**src/rtl/kpn_lcd_pkg.sv**
```systemverilog
// Shared types and constants for the KPN result-to-LCD path.
package kpn_lcd_pkg;

    // Formatter sequencing states.
    typedef enum logic [1:0] {
        IDLE    = 2'd0,
        CONVERT = 2'd1,
        EMIT    = 2'd2,
        FINISH  = 2'd3
    } state_t;

    localparam int              LCD_CHAR_W = 8;
    localparam logic [LCD_CHAR_W-1:0] ASCII_ZERO = 8'h30;

    // Map one BCD digit onto its ASCII character.
    function automatic logic [LCD_CHAR_W-1:0] digit_to_ascii(input logic [3:0] digit);
        return ASCII_ZERO + {4'h0, digit};
    endfunction

endpackage : kpn_lcd_pkg

```
**src/rtl/result_bcd_formatter_bin2bcd_step.sv**
```systemverilog
// One double-dabble step: add 3 to every BCD nibble >= 5, then shift
// the concatenation {bcd, shift} left by one bit.
module bin2bcd_step #(
    parameter int DATA_W = 16,
    parameter int DIGITS = 5
) (
    input  logic [4*DIGITS-1:0] bcd_in,
    input  logic [DATA_W-1:0]   shift_in,
    output logic [4*DIGITS-1:0] bcd_out,
    output logic [DATA_W-1:0]   shift_out
);

    logic [4*DIGITS-1:0] bcd_adj;

    // Per-nibble correction so the following shift carries correctly into the next decade.
    always_comb begin
        bcd_adj = bcd_in;
        for (int i = 0; i < DIGITS; i++) begin
            if (bcd_in[4*i +: 4] >= 4'd5) begin
                bcd_adj[4*i +: 4] = bcd_in[4*i +: 4] + 4'd3;
            end
        end
    end

    assign {bcd_out, shift_out} = {bcd_adj, shift_in} << 1;

endmodule : bin2bcd_step

```
**src/rtl/result_bcd_formatter.sv**
```systemverilog
// Captures the divider quotient on a rising result flag, converts it to
// decimal with a sequential double-dabble and streams the digits as ASCII
// characters over a valid/ready handshake.
module result_bcd_formatter
    import kpn_lcd_pkg::*;
#(
    parameter int DATA_W         = 16,
    parameter int DIGITS         = 5,
    parameter bit SUPPRESS_ZEROS = 1'b1
) (
    input  logic                  clk,
    input  logic                  reset,
    input  logic [DATA_W-1:0]     result_in,
    input  logic                  result_valid,
    output logic [LCD_CHAR_W-1:0] char_out,
    output logic                  char_valid,
    input  logic                  char_ready,
    output logic                  busy,
    output logic                  done
);

    localparam int STEP_W = (DATA_W > 1) ? $clog2(DATA_W) : 1;
    localparam int IDX_W  = (DIGITS > 1) ? $clog2(DIGITS) : 1;
    localparam logic [STEP_W-1:0] STEP_LAST = STEP_W'(DATA_W - 1);
    localparam logic [IDX_W-1:0]  IDX_TOP   = IDX_W'(DIGITS - 1);

    state_t                  state_q, state_d;
    logic                    valid_q, valid_d;
    logic [DATA_W-1:0]       shift_q, shift_d;
    logic [4*DIGITS-1:0]     bcd_q, bcd_d;
    logic [STEP_W-1:0]       step_q, step_d;
    logic [IDX_W-1:0]        idx_q, idx_d;
    logic [LCD_CHAR_W-1:0]   char_out_q, char_out_d;
    logic                    char_valid_q, char_valid_d;
    logic                    busy_q, busy_d;
    logic                    done_q, done_d;

    logic                    trigger;
    logic [4*DIGITS-1:0]     step_bcd;
    logic [DATA_W-1:0]       step_shift;
    logic [IDX_W-1:0]        start_idx;
    logic [IDX_W-1:0]        idx_dec;

    assign trigger = result_valid && !valid_q;
    assign idx_dec = idx_q - 1'b1;

    bin2bcd_step #(
        .DATA_W (DATA_W),
        .DIGITS (DIGITS)
    ) u_step (
        .bcd_in    (bcd_q),
        .shift_in  (shift_q),
        .bcd_out   (step_bcd),
        .shift_out (step_shift)
    );

    // Pick the first digit to send from the fully converted BCD value.
    always_comb begin
        // NOTE: every always_comb output gets a default first so no path leaves it unassigned and infers a latch.
        start_idx = '0;
        if (SUPPRESS_ZEROS) begin
            for (int i = 0; i < DIGITS; i++) begin
                if (step_bcd[4*i +: 4] != 4'd0) begin
                    start_idx = IDX_W'(i);
                end
            end
        end else begin
            start_idx = IDX_TOP;
        end
    end

    // Next-state and next-output logic for the capture/convert/emit sequence.
    always_comb begin
        state_d      = state_q;
        valid_d      = result_valid;
        shift_d      = shift_q;
        bcd_d        = bcd_q;
        step_d       = step_q;
        idx_d        = idx_q;
        char_out_d   = char_out_q;
        char_valid_d = char_valid_q;
        busy_d       = busy_q;
        done_d       = 1'b0;

        unique case (state_q)
            IDLE: begin
                if (trigger) begin
                    shift_d = result_in;
                    bcd_d   = '0;
                    step_d  = '0;
                    busy_d  = 1'b1;
                    state_d = CONVERT;
                end
            end

            CONVERT: begin
                bcd_d   = step_bcd;
                shift_d = step_shift;
                step_d  = step_q + 1'b1;
                if (step_q == STEP_LAST) begin
                    idx_d        = start_idx;
                    char_out_d   = digit_to_ascii(step_bcd[{start_idx, 2'b00} +: 4]);
                    char_valid_d = 1'b1;
                    state_d      = EMIT;
                end
            end

            EMIT: begin
                if (char_valid_q && char_ready) begin
                    if (idx_q == '0) begin
                        char_valid_d = 1'b0;
                        state_d      = FINISH;
                    end else begin
                        idx_d      = idx_dec;
                        char_out_d = digit_to_ascii(bcd_q[{idx_dec, 2'b00} +: 4]);
                    end
                end
            end

            FINISH: begin
                done_d  = 1'b1;
                busy_d  = 1'b0;
                state_d = IDLE;
            end

            default: state_d = IDLE;
        endcase
    end

    // State and registered outputs; synchronous reset clears everything.
    always_ff @(posedge clk) begin
        if (reset) begin
            state_q      <= IDLE;
            valid_q      <= 1'b0;
            shift_q      <= '0;
            bcd_q        <= '0;
            step_q       <= '0;
            idx_q        <= '0;
            char_out_q   <= '0;
            char_valid_q <= 1'b0;
            busy_q       <= 1'b0;
            done_q       <= 1'b0;
        end else begin
            // NOTE: non-blocking assignments so every flop samples the pre-edge values of the others.
            state_q      <= state_d;
            valid_q      <= valid_d;
            shift_q      <= shift_d;
            bcd_q        <= bcd_d;
            step_q       <= step_d;
            idx_q        <= idx_d;
            char_out_q   <= char_out_d;
            char_valid_q <= char_valid_d;
            busy_q       <= busy_d;
            done_q       <= done_d;
        end
    end

    assign char_out   = char_out_q;
    assign char_valid = char_valid_q;
    assign busy       = busy_q;
    assign done       = done_q;

endmodule : result_bcd_formatter

```
**config.mk**
```make
export PLATFORM = sky130hd
export DESIGN_NAME = result_bcd_formatter
export DESIGN_NICKNAME = d
export VERILOG_FILES = /design/src/rtl/kpn_lcd_pkg.sv /design/src/rtl/result_bcd_formatter_bin2bcd_step.sv /design/src/rtl/result_bcd_formatter.sv
export SDC_FILE = /design/constraint.sdc
export NUM_CORES = 1
export LEC_CHECK = 0
export ABC_AREA = 1
export ABC_CLOCK_PERIOD_IN_PS = 1800
export BUFFER_PORTS_ARGS = -buffer_cell sky130_fd_sc_hd__buf_2
export CELL_PAD_IN_SITES_DETAIL_PLACEMENT = 0
export CELL_PAD_IN_SITES_GLOBAL_PLACEMENT = 2
export CORE_MARGIN = 1
export CORE_UTILIZATION = 30
export DETAILED_ROUTE_END_ITERATION = 8
export PLACE_DENSITY = 0.81
export SLEW_MARGIN = 20
export SYNTH_ARGS = -nofsm -noshare
export SYNTH_HDL_FRONTEND = slang
export SYNTH_SLANG_ARGS = --single-unit
```
**constraint.sdc**
```tcl
create_clock -name clk -period 1.8 [get_ports clk]
set_input_delay 0.36 -clock clk [delete_from_list [all_inputs] [get_ports clk]]
set_output_delay 0.36 -clock clk [all_outputs]
set_load 0.02 [all_outputs]
```
==> reports/metrics.yaml <==
run_status:
  outcome: "complete, but fails checks"
  violations: "negative setup slack"
synthesis:
  post-synth-top-area-cell: "sky130_fd_sc_hd__dfxtp_1"
  netlist_area_before_placement_um2: 3260
  postSynth.topFlopCell: "sky130_fd_sc_hd__dfxtp_1"
  synth.area.top_cells: "sky130_fd_sc_hd__dfxtp_1, sky130_fd_sc_hd__nand2_1, sky130_fd_sc_hd__a21oi_1"
  synthesis.yosys.warnings: 0
  synth.most_common_cell: "sky130_fd_sc_hd__nand2_1"
  yosys.area.top_type_share_pct: 33.1
  synth_enable_flop_cells: 0
  synth.avg_cell_area_um2: 6.74
  yosysUniqueCellTypes: 33
  netlist_instances: 484
  synth.cells.most_frequent: "sky130_fd_sc_hd__nand2_1, sky130_fd_sc_hd__a21oi_1, sky130_fd_sc_hd__dfxtp_1, sky130_fd_sc_hd__inv_1, sky130_fd_sc_hd__nand3_1"
  synth-async-reset-ratio_pct: 0
  synth.ff_latch_count: 54
  synth.yosys.seq_area_share_pct: 33.1
cts:
  clock_insertion_delay_worst_skew_ps: 320
  cts_tree: "done"
  clock_tree.htree_level_count: 2
  cts.sink_count: 54
  cts_made_buffers: 5
  cts_hold_buffers: 0
  clk_pin_slew_worst_paths_ps: 110
  clock_tree.buffer_depth: 2
  cts_root_buffer: "sky130_fd_sc_hd__clkbuf_8"
finish:
  multiInputGateArea_um2: 2110
  antenna_cells_inserted: 0
  layout-drive-gt1-share_pct: 36.3
  register_area_um2: 1090
  utilization_pct: 43.1
  finish.net_count: 619
  synthToLayoutAreaGrowth_pct: 37.5
  fill_cells: 1115
critical_path:
  critical_path_class: "reg -> reg"
  worstPathMaxFanout: 7
  timing.critical_path.arrival_ps: 2270
  worstReg2RegStart: "bcd_q[9]$_SDFFE_PP0P_"
  crit_path_start: "bcd_q[9]$_SDFFE_PP0P_"
  reg2reg_depth: 18
  crit_path_start_kind: "flip-flop"
  worst_setup_path_endpoint: "char_out[0]$_SDFFE_PP0P_"
  worst_r2r_endpoint: "char_out[0]$_SDFFE_PP0P_"
  worst-endpoint-required_ps: 2060
  ff2ff_setup_slack_ps: -210
  worst_setup_path_end_kind: "flip-flop"
floorplan:
  floorplan.rows: 37
  chipHeight_um: 106
  placeableCoreArea_um2: 10400
  floorplan.initialDensity_pct: 31.3
  fp.dieW_um: 106
  ios: 31
  floorplan.die_area_um2: 11300
routing:
  violation_count_after_the_first_detailed_routing_iteration: 105
  wl_per_cell_um: 13.0
  via_count: 3354
  route.detailed.drc: 0
  detail_route.first_pass.iterations: 6
  final_antenna_net_count: 0
  routed_wirelength_um: 9340
  viasPerCell: 4.67
pwr:
  p_int_mw: 2.67
  comb_power_share_pct: 52.4
  p_per_area_nw_per_um2: 1060
  power_mw: 4.76
  p_clk_share_pct: 15.3
  p_seq_share_pct: 32.3
  leakagePower_nw: 2.03
  irDropWorstVdd_uv: 1550
  netSwitchingPower_mw: 2.10
  switching_share_pct: 44.0
timing:
  setup_slack_ps: -213
  timing_max_transition_violations_final: 0
  post-route-min-period_ps: 2010
  fin_skew_ps: 9.64
  setup_repair_after_global_routing_missed_its_margin: "true"
  final.period_utilization_pct: 112
  finalSetupViolCount: 7
  timing.fmax_ghz: 0.497
  timing.final.hold_violations: 0
hold_path:
  min_path_type: "in -> reg"
  holdCritStartpoint: "result_valid"
place:
  dpl.hpwl_um: 6660
  globalplace.congestion: 0.886
  placement.io_buffers: 28
global_route:
  vias_in_the_first_global_route: 3266
  grt_use_total_pct: 17.1
  antenna_violations_before_repair: 0
  grt_start_max_net_pins: 33
  grt_pass1_wl_um: 15400
  globalRouteOverflowTotal: 0
flow_run:
  timing.max_cap.violations: 0
==> worst min path at each step <==
stage / depth (start not counted) / endpoint
detailed placement: 2 / shift_q[0]$_SDFFE_PP0P_
floorplan: 2 / shift_q[0]$_SDFFE_PP0P_
global route: 3 / valid_q$_SDFF_PP0_
global placement: 2 / shift_q[0]$_SDFFE_PP0P_
finish: 3 / valid_q$_SDFF_PP0_
CTS: 3 / valid_q$_SDFF_PP0_
==> metal layers <==
layer,vias to the layer above,track usage [%],share of wire [%]
met5,-,0,0
met4,0,4.46,1.3
met3,7,2.02,1.4
met2,38,30.4,49
met1,1538,21.8,48
li1,1771,-,-
==> logic make-up (layout without fill, tap and decap cells) <==
family,count (synthesis),in the layout,share of synthesized area (%)
and+or+nand+nor,209,210,28.0
DFF,54,54,33.1
other,1,2,0.115
AOI/OAI and AO/OA,119,119,20.1
adders and majority gates,18,18,6.90
buffers and inverters,79,175,10.7
xor gates and xnor gates,4,4,1.07
==> cell usage in the layout (no fill, tap or decap), types with 3 or more instances in the layout <==
master,synthesis,final
sky130_fd_sc_hd__a211oi_1,4,4
sky130_fd_sc_hd__a21oi_1,54,50
sky130_fd_sc_hd__a21oi_2,4,8
sky130_fd_sc_hd__a31oi_1,15,15
sky130_fd_sc_hd__buf_12,0,3
sky130_fd_sc_hd__buf_2,0,28
sky130_fd_sc_hd__buf_4,3,76
sky130_fd_sc_hd__clkbuf_8,2,5
sky130_fd_sc_hd__dfxtp_1,54,43
sky130_fd_sc_hd__dfxtp_2,0,11
sky130_fd_sc_hd__ha_1,18,11
sky130_fd_sc_hd__ha_2,0,4
sky130_fd_sc_hd__ha_4,0,3
sky130_fd_sc_hd__inv_1,47,39
sky130_fd_sc_hd__inv_2,11,16
sky130_fd_sc_hd__inv_4,0,3
sky130_fd_sc_hd__nand2_1,140,120
sky130_fd_sc_hd__nand2_2,7,21
sky130_fd_sc_hd__nand2_4,3,9
sky130_fd_sc_hd__nand3_1,23,17
sky130_fd_sc_hd__nand3_2,2,6
sky130_fd_sc_hd__nand4_1,5,5
sky130_fd_sc_hd__nor2_1,20,19
sky130_fd_sc_hd__nor3_1,4,4
sky130_fd_sc_hd__o21ai_0,17,17
sky130_fd_sc_hd__o21ai_1,19,16
==> registers in the layout (all words and copies together), names as in the netlist <==
name        flops
shift_q        16
idx_q           3
step_q          4
busy            1
done            1
char_valid      1
valid_q         1
bcd_q          20
state_q         2
char_out        5
==> power by group through the flow <==
| stage | combinational (mW) | sequential, mW | clock [mW] |
|---|---|---|---|
| CTS | 2.42 | 1.53 | 0.758 |
| global placement | 2.37 | 1.55 | 0 |
| detailed placement | 2.37 | 1.56 | 0 |
| finish | 2.49 | 1.54 | 0.729 |
| floorplan | 1.47 | 1.60 | 0 |
| global route | 2.75 | 1.57 | 0.806 |
==> stage by stage <==
step,cells,cell area [µm²],hold WS [ps],TNS [ps],setup slack (ps)
floorplan,485,3320,439,-235,-61.8
global placement,691,4010,452,-924,-207
detailed placement,691,4010,460,-1220,-241
CTS,713,4370,269,-728,-157
global route,718,4490,277,-1670,-342
finish,718,4490,267,-864,-213
==> repair_timing <==
| item | 4_1_cts | 5_1_grt |
|---|---|---|
| pin swaps | 29 | 20 |
| setup buffers | 13 | 6 |
| endpoints found under the setup margin | 7 | 10 |
| gates cloned | 1 | 0 |
| resized for setup | 44 | 25 |
==> final cells by class <==
cell class,instances,share of cell area [%]
clock buffer,6,1.62
clock inverter,2,0.390
inverter,58,5.02
multi-input combinational,353,47.1
sequential,54,24.4
tap,136,3.79
timing repair buffer,109,17.7
==> critical path: stages (launching register included) <==
cell	delay, ps
sky130_fd_sc_hd__dfxtp_2	350
sky130_fd_sc_hd__inv_4	80
sky130_fd_sc_hd__ha_2	200
sky130_fd_sc_hd__nand2_4	70
sky130_fd_sc_hd__nand3_4	140
sky130_fd_sc_hd__nand2_2	70
sky130_fd_sc_hd__nand2_2	80
sky130_fd_sc_hd__nand2_2	60
sky130_fd_sc_hd__nor2_4	100
sky130_fd_sc_hd__nand2_2	80
sky130_fd_sc_hd__nand2_4	140
sky130_fd_sc_hd__nand2_8	90
sky130_fd_sc_hd__nand2_2	70
sky130_fd_sc_hd__nand3_2	70
sky130_fd_sc_hd__nand2_1	70
sky130_fd_sc_hd__nand2_1	60
sky130_fd_sc_hd__nand2_1	50
sky130_fd_sc_hd__nand2_1	60
sky130_fd_sc_hd__a21oi_2	120
Note: power is estimated with default switching activity, not from simulation.
